### src/rtl/mfp_intc.sv
// MFP-style prioritised interrupt controller: edge/level sources, enable, pending,
// in-service and mask registers, vectored acknowledge with spurious detection.
module mfp_intc #(
   parameter int unsigned N    = 16,
   parameter int unsigned IDXW = 4
) (
   input  logic          clk_32,
   input  logic          reset,
   input  logic [N-1:0]  src,
   input  logic          wr,
   input  logic          rd,
   input  logic [2:0]    addr,
   input  logic [N-1:0]  din,
   output logic [N-1:0]  dout,
   output logic          irq,
   input  logic          iack,
   output logic [7:0]    vec,
   output logic          spurious
);

   localparam logic [2:0] A_IER = 3'd0;
   localparam logic [2:0] A_IPR = 3'd1;
   localparam logic [2:0] A_ISR = 3'd2;
   localparam logic [2:0] A_IMR = 3'd3;
   localparam logic [2:0] A_LVL = 3'd4;
   localparam logic [2:0] A_VR  = 3'd5;
   localparam logic [2:0] A_RAW = 3'd6;
   localparam int unsigned RW = (N > 8) ? N : 8;

   logic [N-1:0]    ier, ipr, isr, imr, lvl, src_q;
   logic [7:0]      vr;
   logic            iack_q;

   logic [N-1:0]    pend, edge_det, ack_onehot;
   logic [N-1:0]    ier_nxt, ipr_keep, isr_keep, ipr_nxt, isr_nxt;
   logic [IDXW-1:0] hp, hs;
   logic            hs_none, pend_any, ack, ack_valid, irq_nxt;
   logic            wr_ier, wr_ipr, wr_isr, wr_imr, wr_lvl, wr_vr;
   logic [RW-1:0]   rd_val;

   always_comb begin
      pend     = ipr & imr;
      pend_any = |pend;
      hs_none  = ~|isr;
      hp = '0;
      hs = '0;
      for (int unsigned i = 0; i < N; i++) begin
         if (pend[i]) hp = IDXW'(i);
         if (isr[i])  hs = IDXW'(i);
      end
      irq_nxt = pend_any && (hs_none || (hp > hs));
   end

   always_comb begin
      wr_ier = wr && (addr == A_IER);
      wr_ipr = wr && (addr == A_IPR);
      wr_isr = wr && (addr == A_ISR);
      wr_imr = wr && (addr == A_IMR);
      wr_lvl = wr && (addr == A_LVL);
      wr_vr  = wr && (addr == A_VR);

      ack       = iack & ~iack_q;
      ack_valid = ack & pend_any;
      ack_onehot = '0;
      if (ack_valid) ack_onehot[hp] = 1'b1;

      ier_nxt  = wr_ier ? din : ier;
      ipr_keep = wr_ipr ? din : '1;
      isr_keep = wr_isr ? din : '1;
      edge_det = src & ~src_q;

      // Clears are applied first and set sources ORed last, so a new edge or
      // acknowledge wins over a same-cycle clear of that bit.
      ipr_nxt = (lvl & src & ier_nxt)
              | (~lvl & ((ipr & ier_nxt & ipr_keep & ~ack_onehot) | (edge_det & ier)));
      isr_nxt = (isr & isr_keep) | ({N{vr[3]}} & ack_onehot);
   end

   always_comb begin
      rd_val = '0;
      case (addr)
         A_IER:   rd_val[N-1:0] = ier;
         A_IPR:   rd_val[N-1:0] = ipr;
         A_ISR:   rd_val[N-1:0] = isr;
         A_IMR:   rd_val[N-1:0] = imr;
         A_LVL:   rd_val[N-1:0] = lvl;
         A_VR:    rd_val[7:0]   = vr;
         A_RAW:   rd_val[N-1:0] = src_q;
         default: rd_val = '0;
      endcase
   end

   always_ff @(posedge clk_32) begin
      if (reset) begin
         ier      <= '0;
         ipr      <= '0;
         isr      <= '0;
         imr      <= '0;
         lvl      <= '0;
         vr       <= '0;
         src_q    <= '0;
         iack_q   <= 1'b0;
         irq      <= 1'b0;
         dout     <= '0;
         vec      <= '0;
         spurious <= 1'b0;
      end else begin
         src_q  <= src;
         iack_q <= iack;
         ier    <= ier_nxt;
         ipr    <= ipr_nxt;
         isr    <= isr_nxt;
         if (wr_imr) imr <= din;
         if (wr_lvl) lvl <= din;
         if (wr_vr)  vr  <= din[7:0];
         irq  <= irq_nxt;
         dout <= rd ? rd_val[N-1:0] : '0;
         if (ack) begin
            if (pend_any) begin
               vec      <= {vr[7:IDXW], hp};
               spurious <= 1'b0;
            end else begin
               vec      <= 8'h18;
               spurious <= 1'b1;
            end
         end
      end
   end

endmodule

### config.mk
export PLATFORM = sky130hd
export DESIGN_NAME = mfp_intc
export DESIGN_NICKNAME = d
export VERILOG_FILES = /design/src/rtl/mfp_intc.sv
export SDC_FILE = /design/constraint.sdc
export NUM_CORES = 1
export LEC_CHECK = 0
export ABC_AREA = 1
export BUFFER_PORTS_ARGS = -buffer_cell sky130_fd_sc_hd__buf_2
export CAP_MARGIN = 20
export CORE_MARGIN = 2
export CORE_UTILIZATION = 50
export CTS_BUF_LIST = sky130_fd_sc_hd__clkbuf_4 sky130_fd_sc_hd__clkbuf_8
export CTS_CLUSTER_SIZE = 20
export DETAILED_ROUTE_END_ITERATION = 8
export PLACE_DENSITY = 0.7
export SYNTH_ARGS = -nofsm -noshare
export SYNTH_HDL_FRONTEND = slang
export SYNTH_SLANG_ARGS = --single-unit
export TNS_END_PERCENT = 50
### constraint.sdc
create_clock -name clk_32 -period 2.9 [get_ports clk_32]
set_input_delay 0.58 -clock clk_32 [delete_from_list [all_inputs] [get_ports clk_32]]
set_output_delay 0.58 -clock clk_32 [all_outputs]
set_load 0.1 [all_outputs]
==> flow_metrics.env, run 1 <==
export IMPL_slowest_stage="dfxtp_1"
export IMPL_synthCells=829
export IMPL_slew_headroom=0.4424
export IMPL_synth_compound_area_frac=0.2446
export IMPL_io_buffers=65
export IMPL_finalClockSkew_ps=11.12
export IMPL_p_clk_frac=0.410
export IMPL_setup_viol=0
export IMPL_routed_via_density=5.851
export IMPL_final_max_slew_violation_count=0
export IMPL_post_place_ws_ps=483.8
export IMPL_synth_simple_gate_area_frac=0.2024
export IMPL_total_power_mw=3.825
export IMPL_p_int_mw=2.833
export IMPL_cts_resized=0
export IMPL_path_class="reg2reg"
export IMPL_peakVddDrop_mv=0.3452
export IMPL_wl_per_cell_um=17.91
export IMPL_ys_seq_elements=131
export IMPL_critPathMaxStageDelay_ps=380
export IMPL_hold_viol_final=0
export IMPL_cp_top_family="compound AO/OA/AOI/OAI gates"
export IMPL_start_kind="register"
export IMPL_leakage_nw=2.955
export IMPL_crit_fanout=11
export IMPL_synth_adder_area_share=0.008276
export IMPL_fin_crit_sh=0.7448
export IMPL_yosysUniqueCellTypes=38
export IMPL_grt_start_max_net_pins=72
export IMPL_cts_tree="built"
export IMPL_fin_tns_setup_ps=0
export IMPL_rows=40
export IMPL_layout_min_cycle_time_ps=2160
export IMPL_yosysTopAreaCell="dfxtp_1"
export IMPL_synth_yosys_seq_area_share=0.4337
export IMPL_endpoint_kind="register"
export IMPL_initial_core_util=0.5077
export IMPL_final_util=0.5843
export IMPL_critPathBufInv=1
export IMPL_via_count=6184
export IMPL_cp_required_ps=3240
export IMPL_layout_nets=943
export IMPL_synth_top_family_by_area="compound AO/OA/AOI/OAI gates"
export IMPL_path_cells="nand2_1 -> nand2_1 -> a31o_1 -> a31oi_1 -> nor2_1 -> nor2_2 -> inv_1 -> ha_1 -> a21oi_1 -> o21ai_0 -> o21ai_0 -> a21oi_1"
export IMPL_grt_pass1_wl_um=30350
export IMPL_core_um2=11910
export IMPL_die_h_um=114.0
export IMPL_yosys_mux_area_fraction=0.008276
export IMPL_rsz0062_at_grt="no"
export IMPL_antenna_cells=0
export IMPL_status="complete, no violations"
export IMPL_combPwrFrac=0.098
export IMPL_ys_warn_count=0
export IMPL_route_antenna_remaining_nets=0
export IMPL_p_sw_mw=0.9916
export IMPL_antenna_found_initial=0
export IMPL_fillCellCount=1138
export IMPL_drive_gt1_frac=0.1604
export IMPL_clock_sinks=131
export IMPL_clock_latency_ps=460
export IMPL_hold_class="in2reg"
export IMPL_first_iter_violations=690
export IMPL_grt_pass1_vias=5929
export IMPL_power_density_nw_per_um2=549.5
export IMPL_yosys_area_share_xor_xnor=0
export IMPL_syn_to_final_growth_pct=15.10
export IMPL_routed_wl_um=18930
export IMPL_gr_total_overflow=0
export IMPL_syn_area_um2=6047
export IMPL_grt_usage=0.3033
export IMPL_clock_root_buffer="clkbuf_8"
export IMPL_cts_clk_slew_worst_paths_ps=70
export IMPL_syn_avg_cell_area_um2=7.294
export IMPL_cts_hold_buf=0
export IMPL_dieArea_um2=12990
export IMPL_swShare=0.2593
export IMPL_p_seq_frac=0.492
export IMPL_cp_arrival_ps=2500
export IMPL_setup_slack_ps=740.2
export IMPL_gp_congestion=0.9924
export IMPL_drcViolationCount=0
export IMPL_clock_path_buffers=2
export IMPL_max_cap_violations=0
export IMPL_cts_setup_buffers=0
export IMPL_synth_nets=873
export IMPL_hpwl_um=13190
export IMPL_ios=66
export IMPL_synth_top_area_share=0.4337
export IMPL_clock_fmax_ghz=0.4630
export IMPL_synthTopCellsByArea="dfxtp_1 43%, o21ai_0 7.3%, inv_1 7.0%"
export IMPL_h_tree_depth=4
export IMPL_worst_pin_slew_ps=836.4
export IMPL_cts_buffers=17
export IMPL_dr_pass1_iters=8
export IMPL_die_w_um=114.0
[kinds of logic (layout without fill, tap and decap cells)]
logic type,Yosys count,in the layout
AND/OR/NAND/NOR,270,270
multiplexers,5,5
flip-flops,131,131
adder cells (fa/ha/maj),4,4
AO/OA/AOI/OAI,259,259
buffers and inverters,160,241
[area by class of cell]
type	instances	area, um2	share of cell area
sequential	131	2623	0.3768
multi-input combinational	538	2803	0.4027
tap	147	183.9	0.02642
timing repair buffer	86	483.0	0.06939
clock buffer	25	319.1	0.04584
inverter	125	474.2	0.06813
clock inverter	5	75.07	0.01079
[path summary, 6_finish.rpt]
check	start	to	slack, ps	cells after the start
worst max-delay path	ipr[3]	irq	740	12
worst min-delay path	src[1]	src_q[1]	350	3
worst max register to register	ipr[3]	irq	740	12
worst min register to register	vr[0]	vr[0]	460	2
[routing by layer]
layer / vias to the layer above / wire length [um] / global-route usage / part of all wire
met5: - / 0 / 0 / 0
met4: 0 / 532 / 0.1366 / 0.028
met3: 50 / 1874 / 0.07173 / 0.099
met2: 342 / 8467 / 0.4651 / 0.45
li1: 2937 / - / - / -
met1: 2855 / 8051 / 0.4071 / 0.43
[layout by cell type (no fill, tap or decap), types with 7 or more instances in the layout]
| master | count |
|---|---|
| dfxtp_1 | 131 |
| inv_1 | 113 |
| inv_2 | 8 |
| nor2_1 | 85 |
| a31oi_1 | 16 |
| buf_2 | 65 |
| nand2_2 | 7 |
| clkbuf_8 | 21 |
| o22ai_1 | 34 |
| nor3_1 | 10 |
| nand2_1 | 99 |
| a21boi_1 | 11 |
| nand3_1 | 39 |
| nand4_1 | 17 |
| buf_4 | 21 |
| a21oi_1 | 76 |
| o21ai_0 | 88 |
[stage by stage]
stage | hold slack [ps] | instance area, um2 | cells
2_1_floorplan | 424.7 | 6047 | 829
3_3_place_gp | 438.4 | 6566 | 1027
3_5_place_dp | 445.1 | 6566 | 1027
4_1_cts | 333.9 | 6960 | 1057
5_1_grt | 357.9 | 6960 | 1057
6_report | 345.8 | 6960 | 1057
[power groups by stage]
stage | Combinational, mW | Clock, mW | Sequential, mW
floorplan | 0.183 | 0 | 1.97
detailed placement | 0.365 | 0 | 1.92
CTS | 0.366 | 1.58 | 1.88
finish | 0.373 | 1.57 | 1.88
global route | 0.405 | 1.67 | 1.89
global placement | 0.355 | 0 | 1.92
[cell usage after synthesis]
| cell | number |
|---|---|
| o221ai_1 | 2 |
| clkbuf_1 | 26 |
| buf_2 | 7 |
| buf_6 | 1 |
| a21oi_1 | 76 |
| a211oi_1 | 6 |
| o22ai_1 | 34 |
| nor2_2 | 3 |
| a211oi_2 | 1 |
| nand3_1 | 39 |
| a21boi_1 | 11 |
| o21bai_1 | 1 |
| nand3_4 | 1 |
| buf_1 | 1 |
| o2111ai_1 | 1 |
| nand2_2 | 7 |
| inv_6 | 1 |
| o21ai_1 | 5 |
| a2111oi_0 | 2 |
| inv_1 | 113 |
| inv_2 | 8 |
| nor2_1 | 85 |
| clkinv_1 | 3 |
| mux2i_1 | 5 |
| o21ai_0 | 88 |
| dfxtp_1 | 131 |
| nand2_4 | 3 |
| a31o_1 | 1 |
| o211ai_1 | 2 |
| nor3_1 | 10 |
| nor2_4 | 6 |
| o31ai_1 | 6 |
| a22oi_1 | 1 |
| nand4_1 | 17 |
| a31oi_1 | 16 |
| ha_1 | 4 |
| a221oi_1 | 6 |
| nand2_1 | 99 |
[worst min-delay path, delay by kind of cell]
kind          cells  cell delay, ps
buf+inv           2             130
simple gates      1              60
[sequential cells by signal, indices dropped and copies added (netlist names), 8 cells and up]
signal	cells
vr	8
ipr	16
ier	16
lvl	16
src_q	16
vec	8
imr	16
isr	16
dout	16
Power figures use the tool's default switching activity.
==> run 2, diff against run 1 <==
==> constraint.sdc (replaced) <==
create_clock -name clk_32 -period 2.02 [get_ports clk_32]
set_input_delay 0.404 -clock clk_32 [delete_from_list [all_inputs] [get_ports clk_32]]
set_output_delay 0.404 -clock clk_32 [all_outputs]
set_load 0.1 [all_outputs]
==> run 2 against run 1 <==
  * Fmax increased by 10%
  * Non-clock buffer count increased by 27
  * Count of clock-buffer cells in the layout decreased by 4
  * Die area unchanged
  * Flip-flop and latch count unchanged
  * Worst hold slack got worse by 190 ps
  * Wire length increased by 6.6%
  * Cell count increased by 2.6%
  * Largest cell class unchanged
  * Register-to-register slack got worse by 680 ps
  * Critical path depth increased by 1
  * Sequential share of layout area decreased by 1.4 points
  * Final area increased by 4.4%
==> flow_metrics.env, run 2 (synthesis gave the netlist of run 1 again) <==
export IMPL_rr_worst_depth=13
export IMPL_via_count=6377
export IMPL_endpoint_kind="register"
export IMPL_routed_via_density=5.877
export IMPL_drive_gt1_frac=0.2239
export IMPL_crit_fanout=4
export IMPL_r2r_end="irq"
export IMPL_die_h_um=114.0
export IMPL_holdPathEnd="src_q[8]"
export IMPL_hp_start="src[8]"
export IMPL_max_cap_violations=0
export IMPL_grt_busiest_layer="met2"
export IMPL_slew_headroom=0.6660
export IMPL_grtUsageMet1=0.4296
export IMPL_peakVddDrop_mv=0.5403
export IMPL_antenna_cells=0
export IMPL_fin_crit_sh=0.9686
export IMPL_leakage_nw=3.100
export IMPL_grt_pass1_wl_um=31480
export IMPL_wl_per_cell_um=18.60
export IMPL_dieArea_um2=12990
export IMPL_final_common_cell="dfxtp_1"
export IMPL_grt_start_max_net_pins=72
export IMPL_syn_to_final_growth_pct=20.22
export IMPL_rsz0062_at_grt="yes"
export IMPL_power_density_nw_per_um2=741.1
export IMPL_grt_pass1_vias=5951
export IMPL_rows=40
export IMPL_clock_path_buffers=2
export IMPL_status="complete, no violations"
export IMPL_dpl_cell_area_um2=6761
export IMPL_final_max_slew_violation_count=0
export IMPL_gp_congestion=0.9497
export IMPL_path_class="reg2reg"
export IMPL_fin_area_um2=7269
export IMPL_layout_nets=970
export IMPL_die_w_um=114.0
export IMPL_drcViolationCount=0
export IMPL_cts_hold_buf=0
export IMPL_initial_core_util=0.5077
export IMPL_ios=66
export IMPL_hold_viol_final=0
export IMPL_h_tree_depth=4
export IMPL_cp_arrival_ps=2320
export IMPL_total_power_mw=5.388
export IMPL_grt_usage=0.3202
export IMPL_hpwl_um=14350
export IMPL_gr_total_overflow=0
export IMPL_regToRegSetupSlack_ps=60
export IMPL_met2_usage=0.4825
export IMPL_mostFrequentLayoutCells="119 x dfxtp_1, 110 x inv_1, 87 x nand2_1"
export IMPL_antenna_found_initial=0
export IMPL_hold_depth=3
export IMPL_hold_class="in2reg"
export IMPL_clock_fmax_ghz=0.5111
export IMPL_core_um2=11910
export IMPL_first_iter_violations=655
export IMPL_r2r_start="isr[3]"
export IMPL_clock_root_buffer="clkbuf_8"
export IMPL_io_buffers=65
export IMPL_routed_wl_um=20180
export IMPL_cp_required_ps=2380
export IMPL_setup_viol=0
export IMPL_cts_tree="built"
export IMPL_clock_latency_ps=470
export IMPL_worst_pin_slew_ps=497.2
export IMPL_start_kind="register"
export IMPL_dr_pass1_iters=9
export IMPL_cts_buffers=17
export IMPL_route_antenna_remaining_nets=0
export IMPL_finalClockSkew_ps=7.768
export IMPL_layout_min_cycle_time_ps=1957
export IMPL_met3_usage=0.08395
export IMPL_clock_sinks=131
export IMPL_cts_clk_slew_worst_paths_ps=80
run 2: power breakdown:
part | leakage, nW | internal [mW] | switching [mW]
Combinational | 1.84 | 0.170 | 0.406
Sequential | 1.07 | 2.66 | 0.0455
Clock | 0.190 | 1.06 | 1.05
run 2: final cells by class:
type	count	area, um2
Multi-Input combinational cell	538	2878
Sequential cell	131	2638
Clock inverter	10	83.83
Clock buffer	21	282.8
Timing Repair Buffer	113	726.9
Inverter	125	476.7
Fill cell	1105	4642
Tap cell	147	183.9
run 2: repair_timing:
| action | CTS | global route |
|---|---|---|
| setup endpoints to repair | 0 | 27 |
| setup buffers | 0 | 6 |
| gates resized for setup | 0 | 44 |
run 2: per-stage QoR:
stage / util / hold slack (ps) / worst slack [ps] / TNS, ps / instances
floorplan: - / 424.7 / 53.74 / 0 / 829
global route: 0.6103 / 169.4 / -68.17 / -240.6 / 1085
finish: 0.6103 / 155.7 / 63.48 / 0 / 1085
global placement: 0.5676 / 439.0 / 57.79 / 0 / 1048
CTS: 0.5984 / 144.3 / 24.14 / 0 / 1079
detailed placement: 0.5676 / 444.8 / 41.51 / 0 / 1048
run 2: how the worst max path moves through the flow:
stage / endpoint / start / slack [ps] / cells after the start
5_1_grt: irq / isr[1] / -70 / 14
6_report: irq / isr[3] / 60 / 13
4_1_cts: irq / ipr[1] / 20 / 23
3_5_place_dp: ipr[5] / addr[1] / 40 / 9
2_1_floorplan: irq / ipr[1] / 50 / 24
3_3_place_gp: irq / ipr[1] / 60 / 23
run 2: worst max-delay path: stages, from the launching register on:
cell and delay [ps]:
dfxtp_1 390, o21bai_1 150, a21oi_1 110, o21ai_1 150, a21oi_1 80, o21ai_1 150, a21oi_1 110, o21ai_2 190
ha_4 160, inv_2 20, a21oi_1 120, o21ai_1 80, o21ai_1 80, a21oi_1 70
run 2: metal layers:
metal	vias up	share of wire
met3	60	0.092
li1	3015	-
met4	0	0.041
met1	2949	0.43
met2	353	0.44
met5	-	0
==> run 3, diff against run 2 <==
--- a/config.mk
+++ b/config.mk
@@ -13,7 +13,7 @@
 export CTS_BUF_LIST = sky130_fd_sc_hd__clkbuf_4 sky130_fd_sc_hd__clkbuf_8
 export CTS_CLUSTER_SIZE = 20
 export DETAILED_ROUTE_END_ITERATION = 8
-export PLACE_DENSITY = 0.7
+export PLACE_DENSITY = 0.81
 export SYNTH_ARGS = -nofsm -noshare
 export SYNTH_HDL_FRONTEND = slang
 export SYNTH_SLANG_ARGS = --single-unit
==> run 3 against run 2 <==
  * Critical path depth increased by 1
  * Utilization increased by 0.34 points
  * Setup slack got worse by 52 ps
  * Combinational power decreased by 0.7%
  * Cell count increased by 0.37%
  * Count of clock-buffer cells in the layout decreased by 4
  * Global-route usage decreased by 2.9 points
==> flow_metrics.env, run 3 (synthesis gave the netlist of run 1 again) <==
export IMPL_status="complete, no violations"
export IMPL_setup_slack_ps=11.49
export IMPL_fin_crit_sh=0.9943
export IMPL_max_cap_violations=0
export IMPL_clock_latency_ps=470
export IMPL_hold_slack_ps=162.0
export IMPL_slew_headroom=0.5885
export IMPL_clock_root_buffer="clkbuf_8"
export IMPL_path_class="reg2reg"
export IMPL_h_tree_depth=4
export IMPL_final_common_cell="dfxtp_1"
export IMPL_total_power_mw=5.742
export IMPL_hpwl_um=12870
export IMPL_cts_buffers=17
export IMPL_post_place_ws_ps=-55.99
export IMPL_hold_viol_final=0
export IMPL_layout_nets=973
export IMPL_route_antenna_remaining_nets=0
export IMPL_cp_arrival_ps=2370
export IMPL_crit_fanout=4
export IMPL_routed_via_density=5.741
export IMPL_cts_clk_slew_worst_paths_ps=80
export IMPL_cp_required_ps=2380
export IMPL_layout_min_cycle_time_ps=2009
export IMPL_antenna_found_initial=0
export IMPL_endpoint_kind="register"
export IMPL_mostFrequentLayoutCells="126 x dfxtp_1, 110 x inv_1, 94 x nand2_1"
export IMPL_initial_core_util=0.5077
export IMPL_die_w_um=114.0
export IMPL_fin_cells=1089
export IMPL_via_count=6252
export IMPL_placed_cells=1048
export IMPL_syn_to_final_growth_pct=20.88
export IMPL_gr_total_overflow=0
export IMPL_dr_pass1_iters=5
export IMPL_rows=40
export IMPL_core_um2=11910
export IMPL_gp_congestion=1.017
export IMPL_routed_wl_um=18580
export IMPL_cts_tree="built"
export IMPL_rsz0062_at_grt="yes"
export IMPL_grt_start_max_net_pins=72
export IMPL_clock_fmax_ghz=0.4979
export IMPL_grt_pass1_wl_um=29190
export IMPL_worst_pin_slew_ps=615.8
export IMPL_final_max_slew_violation_count=0
export IMPL_wl_per_cell_um=17.07
export IMPL_dieArea_um2=12990
export IMPL_drcViolationCount=0
export IMPL_die_h_um=114.0
export IMPL_ios=66
export IMPL_clock_sinks=131
export IMPL_drive_gt1_frac=0.2081
export IMPL_clock_path_buffers=2
export IMPL_grt_pass1_vias=5706
export IMPL_leakage_nw=3.124
export IMPL_fillCellCount=1097
export IMPL_finalClockSkew_ps=10.15
export IMPL_power_density_nw_per_um2=785.5
export IMPL_io_buffers=65
export IMPL_start_kind="register"
export IMPL_first_iter_violations=685
export IMPL_grt_usage=0.2917
export IMPL_hold_class="in2reg"
export IMPL_setup_viol=0
export IMPL_peakVddDrop_mv=0.5419
export IMPL_antenna_cells=0
==> run 3: changes by cell type in the layout (fill, tap and decap cells not counted), sizes merged <==
cell    change
clkbuf      -4
inv         +2
buf         +3
bufinv      +3
==> run 3: power breakdown <==
| group | switching, mW | total [mW] | internal [mW] | leakage [nW] |
|---|---|---|---|---|
| Clock | 1.12 | 2.47 | 1.35 | 0.217 |
| Combinational | 0.400 | 0.572 | 0.172 | 1.84 |
| Sequential | 0.0437 | 2.70 | 2.66 | 1.07 |
==> run 3: per-layer routing <==
metal | GRT usage | part of all wire | up-vias
li1 | - | - | 2992
met1 | 0.3913 | 0.42 | 2842
met2 | 0.4440 | 0.44 | 360
met3 | 0.07598 | 0.11 | 58
met4 | 0.1276 | 0.035 | 0
met5 | 0 | 0 | -
==> run 3: cell type report <==
| cell class | count | area [um2] | area share |
|---|---|---|---|
| Clock buffer | 17 | 234.0 | 0.03201 |
| Inverter | 125 | 474.2 | 0.06488 |
| Clock inverter | 15 | 206.4 | 0.02824 |
| Sequential cell | 131 | 2629 | 0.3596 |
| Multi-Input combinational cell | 538 | 2836 | 0.3881 |
| Timing Repair Buffer | 116 | 745.7 | 0.1020 |
| Tap cell | 147 | 183.9 | 0.02516 |
==> run 3: final timing paths <==
kind                from  endpoint  slack [ps]  cells after the start
setup / recovery  isr[1]       irq          10                     14
hold / removal    src[2]  src_q[2]         160                      3
setup reg to reg  isr[1]       irq          10                     14
hold reg to reg   vec[1]    vec[1]         470                      2
==> run 3: what timing repair did <==
item / in CTS / in global routing
cloned: 0 / 0
buffers inserted: 0 / 9
hold buffers: 0 / 0
resized for setup: 4 / 19
pin swaps: 0 / 17
endpoints found under the setup margin: 1 / 21
==> run 3: worst max-delay path, cell delays in order, from the launching register on <==
cell	delay (ps)
dfxtp_1	390
inv_1	50
o21bai_1	130
a21oi_1	80
o21ai_1	180
a21oi_1	90
o21ai_0	160
a21oi_1	90
o21ai_1	150
ha_2	200
inv_2	30
a21oi_2	110
o21ai_1	80
o21ai_1	80
a21oi_1	70
==> run 3: through the flow <==
| stage | util | setup TNS, ps | cell area [um2] |
|---|---|---|---|
| floorplan | - | 0 | 6047 |
| global placement | 0.5676 | 0 | 6761 |
| detailed placement | 0.5676 | -55.99 | 6761 |
| CTS | 0.6051 | 0 | 7208 |
| global route | 0.6137 | -128.4 | 7310 |
| finish | 0.6137 | 0 | 7310 |
